$ cat src/rtl/spike_pkg.sv
// Shared constants for the spike binning datapath: default FIFO depth,
// default per-bin count width and the packed bin word width.
package spike_pkg;
  localparam int DEPTH_LOG2_DEF = 6;
  localparam int CNT_W_DEF      = 8;
  localparam int WORD_W         = 16;
  localparam int WIN_W          = 16;
endpackage

$ cat src/rtl/spike_fifo.sv
// Synchronous first-word-fall-through FIFO holding packed bin words.
// Pointers carry one extra bit so full and empty are distinguishable.
module spike_fifo
  import spike_pkg::*;
#(
  parameter int DEPTH_LOG2 = DEPTH_LOG2_DEF
) (
  input  logic                  clk,
  input  logic                  reset,
  input  logic                  push_i,
  input  logic [WORD_W-1:0]     push_data_i,
  input  logic                  pop_i,
  output logic [WORD_W-1:0]     dout_o,
  output logic                  empty_o,
  output logic                  full_o,
  output logic [DEPTH_LOG2:0]   level_o,
  output logic                  overflow_o,
  output logic                  underflow_o
);

  localparam int DEPTH = 1 << DEPTH_LOG2;

  logic [WORD_W-1:0]   mem_q [DEPTH];
  logic [DEPTH_LOG2:0] wr_ptr_q, wr_ptr_d;
  logic [DEPTH_LOG2:0] rd_ptr_q, rd_ptr_d;
  logic                ovf_q, ovf_d;
  logic                unf_q, unf_d;
  logic                pop_ok, push_ok;

  assign empty_o = (wr_ptr_q == rd_ptr_q);
  assign full_o  = (wr_ptr_q[DEPTH_LOG2] != rd_ptr_q[DEPTH_LOG2]) &&
                   (wr_ptr_q[DEPTH_LOG2-1:0] == rd_ptr_q[DEPTH_LOG2-1:0]);
  assign level_o = wr_ptr_q - rd_ptr_q;

  // A pop frees a slot in the same cycle, so push into a full FIFO is legal then.
  assign pop_ok  = pop_i & ~empty_o;
  assign push_ok = push_i & (~full_o | pop_ok);

  always_comb begin
    wr_ptr_d = wr_ptr_q + {{DEPTH_LOG2{1'b0}}, push_ok};
    rd_ptr_d = rd_ptr_q + {{DEPTH_LOG2{1'b0}}, pop_ok};
    ovf_d    = ovf_q | (push_i & full_o & ~pop_ok);
    unf_d    = unf_q | (pop_i & empty_o);
  end

  always_ff @(posedge clk or posedge reset) begin
    if (reset) begin
      wr_ptr_q <= '0;
      rd_ptr_q <= '0;
      ovf_q    <= 1'b0;
      unf_q    <= 1'b0;
    end else begin
      wr_ptr_q <= wr_ptr_d;
      rd_ptr_q <= rd_ptr_d;
      ovf_q    <= ovf_d;
      unf_q    <= unf_d;
    end
  end

  always_ff @(posedge clk) begin
    if (push_ok) mem_q[wr_ptr_q[DEPTH_LOG2-1:0]] <= push_data_i;
  end

  assign dout_o      = empty_o ? '0 : mem_q[rd_ptr_q[DEPTH_LOG2-1:0]];
  assign overflow_o  = ovf_q;
  assign underflow_o = unf_q;

endmodule

$ cat src/rtl/spike_bin_packer.sv
// Counts Ia/II spike edges into fixed-length time bins and queues each
// completed bin as {ii_cnt, ia_cnt} for the host pipe-out.
module spike_bin_packer
  import spike_pkg::*;
#(
  parameter int DEPTH_LOG2 = DEPTH_LOG2_DEF,
  parameter int CNT_W      = CNT_W_DEF
) (
  input  logic                clk,
  input  logic                reset,
  input  logic                spike_ia,
  input  logic                spike_ii,
  input  logic [WIN_W-1:0]    window_len,
  input  logic                pipe_read,
  output logic [WORD_W-1:0]   dout,
  output logic                empty,
  output logic                full,
  output logic [DEPTH_LOG2:0] level,
  output logic [31:0]         total_ia,
  output logic                overflow,
  output logic                underflow
);

  function automatic logic [CNT_W-1:0] sat_inc(input logic [CNT_W-1:0] cnt,
                                               input logic            inc);
    if (inc && (cnt != {CNT_W{1'b1}})) return cnt + CNT_W'(1);
    return cnt;
  endfunction

  logic              ia_q, ii_q;
  logic [WIN_W-1:0]  bin_cnt_q, bin_cnt_d;
  logic [WIN_W-1:0]  win_q, win_d;
  logic [CNT_W-1:0]  ia_cnt_q, ia_cnt_d;
  logic [CNT_W-1:0]  ii_cnt_q, ii_cnt_d;
  logic [31:0]       total_ia_q, total_ia_d;
  logic              ia_edge, ii_edge;
  logic [WIN_W-1:0]  win_eff;
  logic              bin_en, bin_last;
  logic [CNT_W-1:0]  ia_sum, ii_sum;
  logic [WORD_W-1:0] push_word;

  assign ia_edge = spike_ia & ~ia_q;
  assign ii_edge = spike_ii & ~ii_q;

  // The bin length is latched at bin start; mid-bin edits wait for the next bin.
  assign win_eff  = (bin_cnt_q == '0) ? window_len : win_q;
  assign bin_en   = (win_eff != '0);
  assign bin_last = bin_en && (bin_cnt_q == win_eff - WIN_W'(1));

  assign ia_sum    = sat_inc(ia_cnt_q, ia_edge);
  assign ii_sum    = sat_inc(ii_cnt_q, ii_edge);
  assign push_word = WORD_W'({ii_sum, ia_sum});

  always_comb begin
    bin_cnt_d  = bin_cnt_q + WIN_W'(1);
    ia_cnt_d   = ia_sum;
    ii_cnt_d   = ii_sum;
    win_d      = win_eff;
    total_ia_d = total_ia_q + {31'd0, ia_edge};
    if (!bin_en || bin_last) begin
      bin_cnt_d = '0;
      ia_cnt_d  = '0;
      ii_cnt_d  = '0;
    end
  end

  always_ff @(posedge clk or posedge reset) begin
    if (reset) begin
      ia_q       <= 1'b0;
      ii_q       <= 1'b0;
      bin_cnt_q  <= '0;
      win_q      <= '0;
      ia_cnt_q   <= '0;
      ii_cnt_q   <= '0;
      total_ia_q <= '0;
    end else begin
      ia_q       <= spike_ia;
      ii_q       <= spike_ii;
      bin_cnt_q  <= bin_cnt_d;
      win_q      <= win_d;
      ia_cnt_q   <= ia_cnt_d;
      ii_cnt_q   <= ii_cnt_d;
      total_ia_q <= total_ia_d;
    end
  end

  assign total_ia = total_ia_q;

  spike_fifo #(
    .DEPTH_LOG2(DEPTH_LOG2)
  ) u_fifo (
    .clk        (clk),
    .reset      (reset),
    .push_i     (bin_last),
    .push_data_i(push_word),
    .pop_i      (pipe_read),
    .dout_o     (dout),
    .empty_o    (empty),
    .full_o     (full),
    .level_o    (level),
    .overflow_o (overflow),
    .underflow_o(underflow)
  );

endmodule

$ cat config.mk
export PLATFORM = sky130hd
export DESIGN_NAME = spike_bin_packer
export DESIGN_NICKNAME = d
export VERILOG_FILES = /design/src/rtl/spike_pkg.sv /design/src/rtl/spike_fifo.sv /design/src/rtl/spike_bin_packer.sv
export SDC_FILE = /design/constraint.sdc
export NUM_CORES = 1
export LEC_CHECK = 0
export ABC_CLOCK_PERIOD_IN_PS = 9030
export BUFFER_PORTS_ARGS = -buffer_cell sky130_fd_sc_hd__buf_2
export CORE_MARGIN = 4
export CORE_UTILIZATION = 40
export CTS_CLUSTER_SIZE = 14
export DETAILED_ROUTE_END_ITERATION = 16
export GPL_ROUTABILITY_DRIVEN = 0
export SETUP_SLACK_MARGIN = 0.5
export SKIP_LAST_GASP = 1
export SLEW_MARGIN = 0
export SYNTH_ARGS = -nofsm -noshare
export SYNTH_HDL_FRONTEND = slang
export SYNTH_SLANG_ARGS = --single-unit
$ cat constraint.sdc
create_clock -name clk -period 9.03 [get_ports clk]
set_input_delay 0 -clock clk [delete_from_list [all_inputs] [get_ports clk]]
set_output_delay 0 -clock clk [all_outputs]
set_load 0.02 [all_outputs]
* Word level (Yosys, flattened, before mapping)
Memory sizes are Yosys's and may differ from the RTL's. Cells that the tools add are included.
Storage, ports and cells: register bits after elaboration 98, RAM bits 1024, output and inout port bits 59, word-level logic and storage cells 62, memories 1
Operators by class: $add $sub $neg 8, eq/ne operators 6, mux-type cells 13, bitwise gates (word level) 15, reduce and logical (&&, ||, !) cells 8
Memory list:
- u_fifo.mem_q | words 64, width 16, rd ports 1, clocked after Yosys merged registers in 0, write ports 1, RTL line spike_fifo.sv:23 | logic [WORD_W-1:0] mem_q [DEPTH];
Operators with widths (number):
- $mux 16 | 3
- $mux 8 | 6
- $add 32x1->32 | 1
- $add 16x1->16 const B | 1
- $add 8x1->8 const B | 2
- $eq 16x16->1 | 1
- $logic_not 16->1 | 1
- $ne 8x8->1 const B | 2
- $reduce_bool 16->1 | 1
- $sub 16x1->16 const B | 1
- $add 7x1->7 | 2
- $and 1x1->1 | 7
- $eq 7x7->1 | 1
- $sub 7x7->7 | 1
- $eq 6x6->1 | 1
- $not 1->1 | 5
- $logic_and 1x1->1 | 4
- $mux 1 | 4
- $or 1x1->1 | 3
- $logic_not 1->1 | 1
- $logic_or 1x1->1 | 1
- $ne 1x1->1 | 1

* Logic depth before layout (Yosys ltp)
Gate-level depths: netlist of the first run.
depth after elaboration 8, gate-level depth with buffers 24, gate-level depth less buffers 19

* Cells and area by module
From an unflattened synthesis of the first run, not the netlist that was laid out.
Unflattened totals: cells, all modules 2373, area, all modules 44875.5 µm²
Modules (own cells, without submodules):
- spike_fifo | times used 1, cells an instance 1864, area an instance 40241.1 µm²
- spike_bin_packer | times used 1, cells an instance 509, area an instance 4634.4 µm²

* Worst setup path after synthesis of the first run
OpenSTA, ideal clock, no wires.
path type register -> register, from reg bin_cnt_q[0], to mem u_fifo.mem_q[54][0] (enable), library setup time 0.431 ns, arrival 6.080 ns, required time 8.599 ns, path slack 2.520 ns, cell stages (with the launch flop) 19, buffers on the path 5, clock period less this slack 6.510 ns, cells stage by stage dfrtp_1 inv_1 ha_1 nor4b_4 and4_1 buf_6 buf_2 buf_1 mux2i_1 ha_1 nor4b_1 nand2_1 a2111oi_0 a21oi_1 or4_1 or4_1 buf_2 buf_2 nor4_1
Between the ends: longest elaborated chain between the ends 8, elaborated cells between the ends (all ways) 9, classes of those cells add/sub: 1; eq/ne: 1; mux: 3; bitwise: 1; reduce/logical: 3
Ends and longest elaborated chain:
- start: declaration | RTL line spike_bin_packer.sv:31 | logic [WIN_W-1:0] bin_cnt_q, bin_cnt_d;
- start signal: assignment | RTL line spike_bin_packer.sv:79 | bin_cnt_q <= bin_cnt_d;
- $logic_not 16->1 | RTL line spike_bin_packer.sv:46 | assign win_eff = (bin_cnt_q == '0) ? window_len : win_q;
- $mux 16 | RTL line spike_bin_packer.sv:46
- $sub 16x1->16 | RTL line spike_bin_packer.sv:48 | assign bin_last = bin_en && (bin_cnt_q == win_eff - WIN_W'(1));
- $eq 16x16->1 | RTL line spike_bin_packer.sv:48
- $logic_and 1x1->1 * | RTL line spike_bin_packer.sv:48
- $and 1x1->1 * | RTL line spike_fifo.sv:37 | assign push_ok = push_i & (~full_o | pop_ok);
- $mux 1 * | RTL line spike_fifo.sv:61 | if (push_ok) mem_q[wr_ptr_q[DEPTH_LOG2-1:0]] <= push_data_i;
- $mux 1 (not written as such) * | RTL line spike_fifo.sv:61
- end: declaration | RTL line spike_fifo.sv:23
Mark *: on every way between the ends. The rest lies on a longest branch, timed or not.

* Worst setup path in the final report of the first run
from reg bin_cnt_q[0], to mem u_fifo.mem_q[51][2] (enable)
The elaborated chain is that of the path after synthesis.

==> flow_summary.toml, run 1 <==
[outcome]
status = "completed"

[clock_tree]
path_clk_slew_ns = 0.06
clock_tree.buffer_depth = 3
cts_made_buffers = 111
clkLatencyLatePin_ns = 0.72
cts_setup_buffers = 0
clkSinkCount = 1122
cts_tree = "yes"
htree_levels = 3
post_cts_resized = 0
cts_root_buf = "clkbuf_16"
holdBufCountCts = 22

[final_layout]
final_nets = 2343
drive_gt1_share_pct = 32.1
area_delta_synth_final_pct = 15.4
nFillCells = 9229

[die]
num_rows = 122
start_util_pct = 40.4
fp.dieArea_sq_mm = 0.118
coreArea_sq_mm = 0.111
die_x_um = 343
ioPinCount = 80
die_y_um = 343

[timing]
final.period_utilization_pct = 72.0
hold_viol = 0
max-slew-margin-rel_pct = 16.2
tns_ns = 0
rsz0062_at_grt = "false"
post-route-min-period_ns = 6.50
worst_slew_pin_slew_ns = 1.25
max_freq_mhz = 154
clock_skew_ns = 0.0554
finalSetupViolCount = 0
finalMaxSlewViolations = 0
worst_slack_ns = 2.53

[grt]
grt_max_degree = 137
gr-total-overflow = 0
grt_pass1_wl_um = 163000
antenna_found_initial = 6
grt_pass1_vias = 22600
grt_use_total_pct = 19.2

[yosys]
synthesis.area_sq_mm = 0.0449
yosysSeqAreaShare_pct = 73.9
synth_top_cell_by_area = "edfxtp_1"
synth.ff_latch_count = 1122
synth_top_area_share_pct = 68.5
synth_flop_cell = "edfxtp_1"
synth_nets = 2161
synth_warnings = 0
syn_inst = 2122
synth_area_leaders = "edfxtp_1, mux4_2, dfrtp_1"
synth_edf_count = 1024
synth_area_per_cell_sq_um = 21.2
ys_types = 59
ys_async_sr_fraction_pct = 8.73

[place]
pre_cts_slack_ns = 2.47
dp_hpwl_um = 67600
numPortBuffers = 79

[critical_path]
crit_path_cell_trace = "inv_1, ha_1, nor4b_4, and4_1, buf_4, mux2i_1, ha_1, nor4b_1, nand2_1, a2111oi_0, a21oi_1, or4_1, or4_4, buf_4, nor4_2, buf_4"
worst-path-buf-inv = 4
cp.required_ns = 9.46
cp-startpoint = "bin_cnt_q[0]"
crit_path_frequent_cell = "buf_4"
start_kind = "flop"
critical_path.max_fanout = 48
crit_family = "simple AND/OR/NAND/NOR gates"
end_kind = "flop"
worstPathArrival_ns = 6.92
max_stage_delay_ns = 0.99
cp_slowest_cell = "nor4_2"
r2r-start = "bin_cnt_q[0]"
crit_type = "reg -> reg"

[routing]
vias_per_cell = 5.74
vias = 22300
firstDrtPassIters = 5
finalWirelength_um = 112000
drc = 0
routedWlPerCell_um = 28.8
ant_nets = 0
drt_iter0_drc = 2562

[power_and_ir_drop]
vdd_drop_max_v = 0.000264
leakage_uw = 0.0172
power_density_mw_per_mm2 = 303

[hold_path]
hold_class = "in -> reg"
hp-start = "spike_ii"

[job]
maxCapViolCount = 0
[logic make-up (layout without fill, tap and decap cells)]
| group | after synthesis | count (layout) | share of synthesized area [%] |
|---|---|---|---|
| adders and majority gates | 18 | 18 | 0.518 |
| DFF | 1122 | 1122 | 73.9 |
| and+or+nand+nor | 339 | 339 | 4.35 |
| xor gates and xnor gates | 99 | 99 | 1.95 |
| other | 0 | 1 | 0 |
| muxes | 355 | 355 | 17.3 |
| buffers and inverters | 151 | 428 | 1.35 |
| AOI/OAI and AO/OA | 38 | 38 | 0.568 |
[flip-flops by register name, summed over array words and instances (netlist names)]
signal	count
bin_cnt_q	16
ia_cnt_q	8
ia_q	1
ii_cnt_q	8
ii_q	1
total_ia	32
u_fifo.mem_q	1024
u_fifo.overflow_o	1
u_fifo.rd_ptr_q	7
u_fifo.underflow_o	1
u_fifo.wr_ptr_q	7
win_q	16
[path summary, 6_finish.rpt]
check,end,slack (ns),cells past startpoint
max reg2reg,u_fifo.mem_q[51][2],2.53,16
min in group asynchronous,total_ia[0],0.52,4
max,u_fifo.mem_q[51][2],2.53,16
min reg2reg,u_fifo.underflow_o,0.46,1
min,ii_q,0.04,2
max in group asynchronous,u_fifo.rd_ptr_q[0],7.32,5
[metal layers]
metal / GRT usage (%) / wire (um) / vias to the layer above
met1: 27.3 / 46200 / 12000
met5: 0 / 13 / -
li1: - / - / 9208
met4: 3.27 / 1650 / 2
met3: 4.61 / 9600 / 130
met2: 30.7 / 54300 / 957
[where the power goes]
group / switching, uW / internal [uW] / leakage, uW
registers: 344 / 6360 / 0.0110
clock network: 1970 / 2580 / 0.00176
logic: 2700 / 1760 / 0.00451
[synth_stat cells, types with 2 or more instances]
library cell,count
and3_1,45
nand3b_1,2
mux4_2,336
o22ai_1,3
a21o_1,5
xnor2_1,64
nand2b_1,4
dfrtp_1,98
o31ai_1,2
buf_1,46
or3_1,7
or3b_2,2
nor4b_1,2
a211oi_1,3
o21ai_0,6
xor2_1,34
ha_1,17
buf_2,8
nor2_1,39
buf_4,2
mux2i_1,10
a21oi_1,8
a311oi_1,2
nor4_1,62
buf_6,3
nand3_1,43
mux2_4,2
mux2_2,7
nor4_2,8
inv_1,28
edfxtp_1,1024
nor3_1,22
nand2_1,48
and4_1,4
clkbuf_1,63
nand4_1,13
o211ai_1,2
or4_1,8
nor2b_1,20
[placed cells by master, fill, tap and decap left out, types with 5 or more instances in the layout]
master / n
or3_1: 7
clkinv_1: 24
xor2_1: 29
or4_1: 7
nand3_1: 43
and3_1: 45
inv_1: 26
xor2_4: 5
nor4_2: 58
o21ai_0: 6
a21oi_1: 8
nand4_1: 13
clkinv_2: 23
dfrtp_1: 95
nor2b_1: 20
nor4_1: 5
ha_1: 17
xnor2_2: 9
nor3_1: 22
nor2_1: 38
xnor2_1: 55
bufinv_16: 10
mux2i_1: 10
clkbuf_1: 24
dlygate4sd3_1: 22
mux4_2: 336
clkbuf_16: 111
mux2_2: 5
nand2_1: 48
buf_2: 79
buf_4: 87
nor4_4: 8
edfxtp_1: 1024
[final cells by class]
cell class / instances / area [sq um] / area share (%)
Sequential cell: 1122 / 33200 / 64.1
Multi-Input combinational cell: 849 / 11700 / 22.6
Clock buffer: 137 / 2900 / 5.59
Tap cell: 1488 / 1860 / 3.59
Timing Repair Buffer: 191 / 1330 / 2.56
Clock inverter: 71 / 724 / 1.40
Inverter: 29 / 114 / 0.220
Antenna cell: 1 / 2.50 / 0.00483
[through the flow]
step                      utilization, %  cell area, sq um  std cells  hold WS [ns]  total power (uW)
after global routing                46.6             51800       3887        0.0464             16300
after detailed placement            43.2             48000       3657         0.109             11300
after floorplan                        -             44900       2122        0.0314              9470
after CTS                           46.6             51800       3887        0.0381             15900
after global placement              43.2             48000       3657        0.0885             11300
final                               46.6             51800       3888        0.0398             15700
Power figures use the tool's default switching activity.
==> run 2: changes to the inputs <==
--- a/config.mk
+++ b/config.mk
@@ -5,7 +5,7 @@
 export SDC_FILE = /design/constraint.sdc
 export NUM_CORES = 1
 export LEC_CHECK = 0
-export ABC_CLOCK_PERIOD_IN_PS = 9030
+export ABC_CLOCK_PERIOD_IN_PS = 5800
 export BUFFER_PORTS_ARGS = -buffer_cell sky130_fd_sc_hd__buf_2
 export CORE_MARGIN = 4
 export CORE_UTILIZATION = 40
==> constraint.sdc (replaced) <==
create_clock -name clk -period 5.8 [get_ports clk]
set_input_delay 0 -clock clk [delete_from_list [all_inputs] [get_ports clk]]
set_output_delay 0 -clock clk [all_outputs]
set_load 0.02 [all_outputs]
==> run 2 against run 1 <==
Core utilization increased by 0.95 points. Clock skew shrank 0.0041 ns. Global-route usage rose by 0.47 points. Design area grew 2.0%. Combinational power increased by 63%. Non-clock buffer count is 32 higher. Critical path type unchanged. Largest cell class unchanged.
==> flow_summary.toml, run 2 (synthesis results as in run 1) <==
[die]
die_x_um = 343
start_util_pct = 40.4
coreArea_sq_mm = 0.111
fp.dieArea_sq_mm = 0.118
die_y_um = 343
ioPinCount = 80
num_rows = 122

[final_layout]
final_common_cell = "edfxtp_1"
largest_reg_flops = 1024
nFillCells = 9053
area_delta_synth_final_pct = 17.8
final_cell_mix = "edfxtp_1, mux4_2, clkbuf_16"
final_nets = 2374
final_area_sq_mm = 0.0529
stdcell_count = 3916
drive_gt1_share_pct = 33.1

[clock_tree]
cts_root_buf = "clkbuf_16"
path_clk_slew_ns = 0.06
cts_made_buffers = 110
clkLatencyLatePin_ns = 0.70
clkSinkCount = 1122
cts_tree = "yes"
clock_tree.buffer_depth = 3
htree_levels = 3

[timing]
rsz0062_at_grt = "true"
hold_viol = 0
max-slew-margin-rel_pct = 20.4
post-route-min-period_ns = 5.08
tns_ns = 0
final.period_utilization_pct = 87.5
worst_slew_pin_slew_ns = 1.19
whs_ns = 0.144
finalSetupViolCount = 0
clock_skew_ns = 0.0514
max_freq_mhz = 197
finalMaxSlewViolations = 0

[hold_path]
hold_class = "in -> reg"

[place]
numPortBuffers = 79
dp_hpwl_um = 71500
post-place-cells = 3680
placed_area_sq_mm = 0.0488

[job]
maxCapViolCount = 0

[routing]
vias_per_cell = 5.76
vias = 22600
ant_nets = 0
drt_iter0_drc = 2519
finalWirelength_um = 116000
drc = 0
firstDrtPassIters = 5
routedWlPerCell_um = 29.6

[grt]
grt_max_degree = 151
gr-total-overflow = 0
antenna_found_initial = 2
grt_pass1_vias = 22600
grt_use_total_pct = 19.6
grt_pass1_wl_um = 166000

[critical_path]
crit_type = "reg -> reg"
end_kind = "flop"
start_kind = "flop"
critical_path.max_fanout = 16
r2r_slack_ns = 0.72
worstPathArrival_ns = 5.48
cp.required_ns = 6.20

[power_and_ir_drop]
power_density_mw_per_mm2 = 469
leakage_uw = 0.0175
vdd_drop_max_v = 0.000430

[outcome]
status = "completed"
-- run 2: changes by cell type in the layout (fill, tap and decap cells not counted), sizes merged --
cell	delta
buf	+29
clkbuf	-1
bufinv	+5
dlygate4sd3	+1
clkinv	-8
diode	+1
inv	+1
-- run 2: worst max-delay path: stages, from the launching register on --
cell and delay (ns):
dfrtp_1 0.46, inv_1 0.11, ha_1 0.15, nor4b_4 0.27, and4_4 0.38, mux2i_4 0.30, ha_4 0.20, nor4b_2 0.23
nand2_1 0.14, a2111oi_1 0.41, a21oi_1 0.09, or4_1 0.56, or4_4 0.58, buf_16 0.24, nor4_4 0.37, buf_4 0.18
buf_6 0.14
-- run 2: metal layers --
layer | GRT usage [%] | up-vias | routed length (um)
li1 | - | 9276 | -
met1 | 29.2 | 12200 | 49900
met2 | 31.0 | 967 | 54900
met3 | 3.46 | 129 | 9050
met4 | 3.68 | 2 | 1860
met5 | 0 | - | 13
-- run 2: area by class of cell --
class                   count  area (sq um)  area share [%]
flip-flops and latches   1122         33200            62.8
inverters                  29           114           0.215
clock inverters            69           801            1.51
diodes                      2          5.00         0.00946
repair buffers            223          1760            3.32
clock buffers             134          2870            5.43
well taps                1488          1860            3.52
multi-input cells         849         12300            23.2
-- run 2: where the power goes --
part | internal [uW] | total, uW | leakage [uW] | switching (uW)
combinational | 2850 | 7270 | 0.00477 | 4410
clock | 4200 | 7230 | 0.00178 | 3030
sequential | 9900 | 10300 | 0.0110 | 400
total | 17000 | 24800 | 0.0175 | 7840
-- run 2: through the flow --
stage / utilization, % / setup WS (ns) / power [uW]
2_1_floorplan: - / 0.505 / 14700
3_3_place_gp: 43.9 / 0.482 / 17700
3_5_place_dp: 43.9 / 0.327 / 17800
4_1_cts: 47.4 / 0.524 / 25000
5_1_grt: 47.6 / 0.486 / 25700
6_report: 47.6 / 0.723 / 24800
-- run 2: repair_timing --
item                                   CTS  global route
endpoints found under the hold margin   71             0
hold buffers                            23             0
resized for setup                        2            24
setup endpoints to repair              419          1025
buffers inserted                         0             3
cloned                                   0             5
pin swaps                                0             6
-- run 2: path summary, 6_finish.rpt --
path,depth (start not counted),endpoint,from
worst max register to register,16,u_fifo.mem_q[61][13],bin_cnt_q[0]
worst max-delay path,16,u_fifo.mem_q[61][13],bin_cnt_q[0]
worst min register to register,1,total_ia[31],total_ia[31]
worst min-delay path,3,u_fifo.underflow_o,pipe_read
max in group asynchronous,5,u_fifo.rd_ptr_q[0],reset
min in group asynchronous,4,total_ia[25],reset
==> run 3: changes to the inputs <==
--- a/config.mk
+++ b/config.mk
@@ -6,12 +6,13 @@
 export NUM_CORES = 1
 export LEC_CHECK = 0
 export ABC_CLOCK_PERIOD_IN_PS = 5800
-export BUFFER_PORTS_ARGS = -buffer_cell sky130_fd_sc_hd__buf_2
 export CORE_MARGIN = 4
 export CORE_UTILIZATION = 40
 export CTS_CLUSTER_SIZE = 14
 export DETAILED_ROUTE_END_ITERATION = 16
+export DONT_BUFFER_PORTS = 1
 export GPL_ROUTABILITY_DRIVEN = 0
+export RECOVER_POWER = 25
 export SETUP_SLACK_MARGIN = 0.5
 export SKIP_LAST_GASP = 1
 export SLEW_MARGIN = 0
==> run 3 against run 2 <==
The flow now finishes with violations (capacitance limit, slew limit). Non-clock buffer count down 85. Register-to-register slack better by 0.02 ns. First-iteration DRC count up 2.7%. Setup slack worse by 0.057 ns. Largest cell class unchanged. Core utilization down 0.45 points. Fmax down 1.1%. Global-route usage down 0.23 points.
==> flow_summary.toml, run 3 (synthesis results as in run 1) <==
[power_and_ir_drop]
sw_frac_of_total_pct = 31.7
power_density_mw_per_mm2 = 467
seqPwrFrac_pct = 42.3
leakage_uw = 0.0171
p_comb_share_pct = 28.5
internal_power_uw = 16700
pwr-share-clk_pct = 29.2
vdd_drop_max_v = 0.000305
finalPower_uw = 24500
p_switching_uw = 7750

[critical_path]
cp.required_ns = 5.80
crit_family = "simple AND/OR/NAND/NOR gates"
worst-path-buf-inv = 1
cp_slowest_cell = "dfrtp_1"
crit_path_cell_trace = "inv_1, ha_1, nand3_1, nor2_1, nor2b_1"
cp-startpoint = "u_fifo.rd_ptr_q[1]"
reg2reg_depth = 16
r2r-start = "bin_cnt_q[0]"
start_kind = "flop"
crit_type = "reg -> out"
critical_path.max_fanout = 35
r2r_end = "u_fifo.mem_q[39][13]"
end_kind = "output port"
max_stage_delay_ns = 1.69
worstPathArrival_ns = 5.13
r2r_slack_ns = 0.74

[clock_tree]
clock_tree.buffer_depth = 3
cts_made_buffers = 109
clkSinkCount = 1122
htree_levels = 3
clkLatencyLatePin_ns = 0.69
path_clk_slew_ns = 0.07
cts_root_buf = "clkbuf_16"
cts_tree = "yes"

[routing]
drt_iter0_drc = 2586
routedWlPerCell_um = 29.7
ant_nets = 0
firstDrtPassIters = 5
finalWirelength_um = 114000
drc = 0
vias = 22300
vias_per_cell = 5.83

[hold_path]
hp-start = "window_len[7]"
holdPathStages = 6
hold_end = "u_fifo.overflow_o"
hold_class = "in -> reg"

[final_layout]
final_cell_mix = "edfxtp_1, mux4_2, clkbuf_16"
final_common_cell = "edfxtp_1"
fin_util_pct = 47.1
drive_gt1_share_pct = 30.2
area_delta_synth_final_pct = 16.7
final_nets = 2288
largest_reg_flops = 1024
diodes = 0

[grt]
gr-total-overflow = 0
grt_use_total_pct = 19.4
grt_max_degree = 107
antenna_found_initial = 2
grt_pass1_wl_um = 165000
grt_pass1_vias = 22500

[timing]
worst_slack_ns = 0.667
clock_skew_ns = 0.0436
final.period_utilization_pct = 88.5
worst_slew_pin_slew_ns = 3.18
finalSetupViolCount = 0
post-route-min-period_ns = 5.13
max_freq_mhz = 195
finalMaxSlewViolations = 495
hold_viol = 0
rsz0062_at_grt = "false"
max-slew-margin-rel_pct = -112
tns_ns = 0
whs_ns = 0.0630

[place]
pre_cts_slack_ns = 0.571
numPortBuffers = 0
dp_hpwl_um = 70600

[job]
maxCapViolCount = 12

[die]
num_rows = 122
start_util_pct = 40.4
die_y_um = 343
fp.dieArea_sq_mm = 0.118
die_x_um = 343
ioPinCount = 80
coreArea_sq_mm = 0.111

[outcome]
status = "complete, but fails checks"
violations = "capacitance limit, slew limit"
## run 3: cell count changes in the layout (fill, tap and decap cells not counted), moves of 4 or more
| cell | delta |
|---|---|
| buf_6 | +17 |
| buf_2 | -79 |
| buf_4 | -38 |
| bufinv_16 | -4 |
| buf_12 | +7 |
| mux2_1 | +7 |
| clkinv_2 | +7 |
| mux2_2 | -4 |
| clkbuf_2 | +4 |
| clkinv_4 | +4 |
## run 3: power groups by stage
stage | Clock [uW] | Sequential, uW | Combinational [uW]
after global placement | 0 | 10500 | 7010
after floorplan | 0 | 10300 | 4450
after CTS | 7290 | 10300 | 7120
after detailed placement | 0 | 10500 | 7090
after global routing | 7650 | 10400 | 7340
final | 7160 | 10400 | 6970
## run 3: how the worst max path moves through the flow
| stage | endpoint | slack, ns | cells after the start |
|---|---|---|---|
| global route | dout[15] | 0.36 | 5 |
| detailed placement | u_fifo.mem_q[53][12] | 0.57 | 16 |
| finish | dout[1] | 0.67 | 5 |
| floorplan | u_fifo.mem_q[38][0] | 0.50 | 19 |
| CTS | u_fifo.mem_q[63][2] | 0.55 | 16 |
| global placement | u_fifo.mem_q[34][14] | 0.72 | 16 |
## run 3: area by class of cell
type	count	area [sq um]
Fill cell	9180	58700
Multi-Input combinational cell	849	12200
Clock inverter	71	693
Inverter	29	113
Timing Repair Buffer	138	1390
Sequential cell	1122	33200
Tap cell	1488	1860
Clock buffer	130	2950
## run 3: per-stage QoR
stage / std cells / cell area, sq um
detailed placement: 3602 / 48500
floorplan: 2122 / 45800
finish: 3827 / 52400
global route: 3827 / 52400
global placement: 3602 / 48500
CTS: 3827 / 52400
## run 3: per-layer routing
metal	wire [um]	track usage (%)	vias to the layer above
met1	49800	29.1	12200
met5	13	0	-
met3	8800	3.56	125
li1	-	-	9110
met2	53100	30.1	900
met4	1870	3.84	2
## run 3: worst reg2reg max path: stages, from the launching register on
cell,delay [ns]
dfrtp_1,0.46
inv_1,0.11
ha_1,0.16
nor4b_4,0.23
and4_1,0.36
mux2i_1,0.28
ha_2,0.28
nor4b_2,0.27
nand2_1,0.15
a2111oi_2,0.38
a21oi_1,0.07
or4_1,0.55
or4_4,0.58
buf_12,0.25
buf_4,0.21
nor4_4,0.12
buf_4,0.31
## run 3: repair_timing
| action | CTS | global route |
|---|---|---|
| setup buffers | 0 | 0 |
| gates resized for setup | 0 | 29 |
| hold buffers | 24 | 0 |
| hold endpoints to repair | 145 | 0 |
| setup endpoints to repair | 0 | 963 |
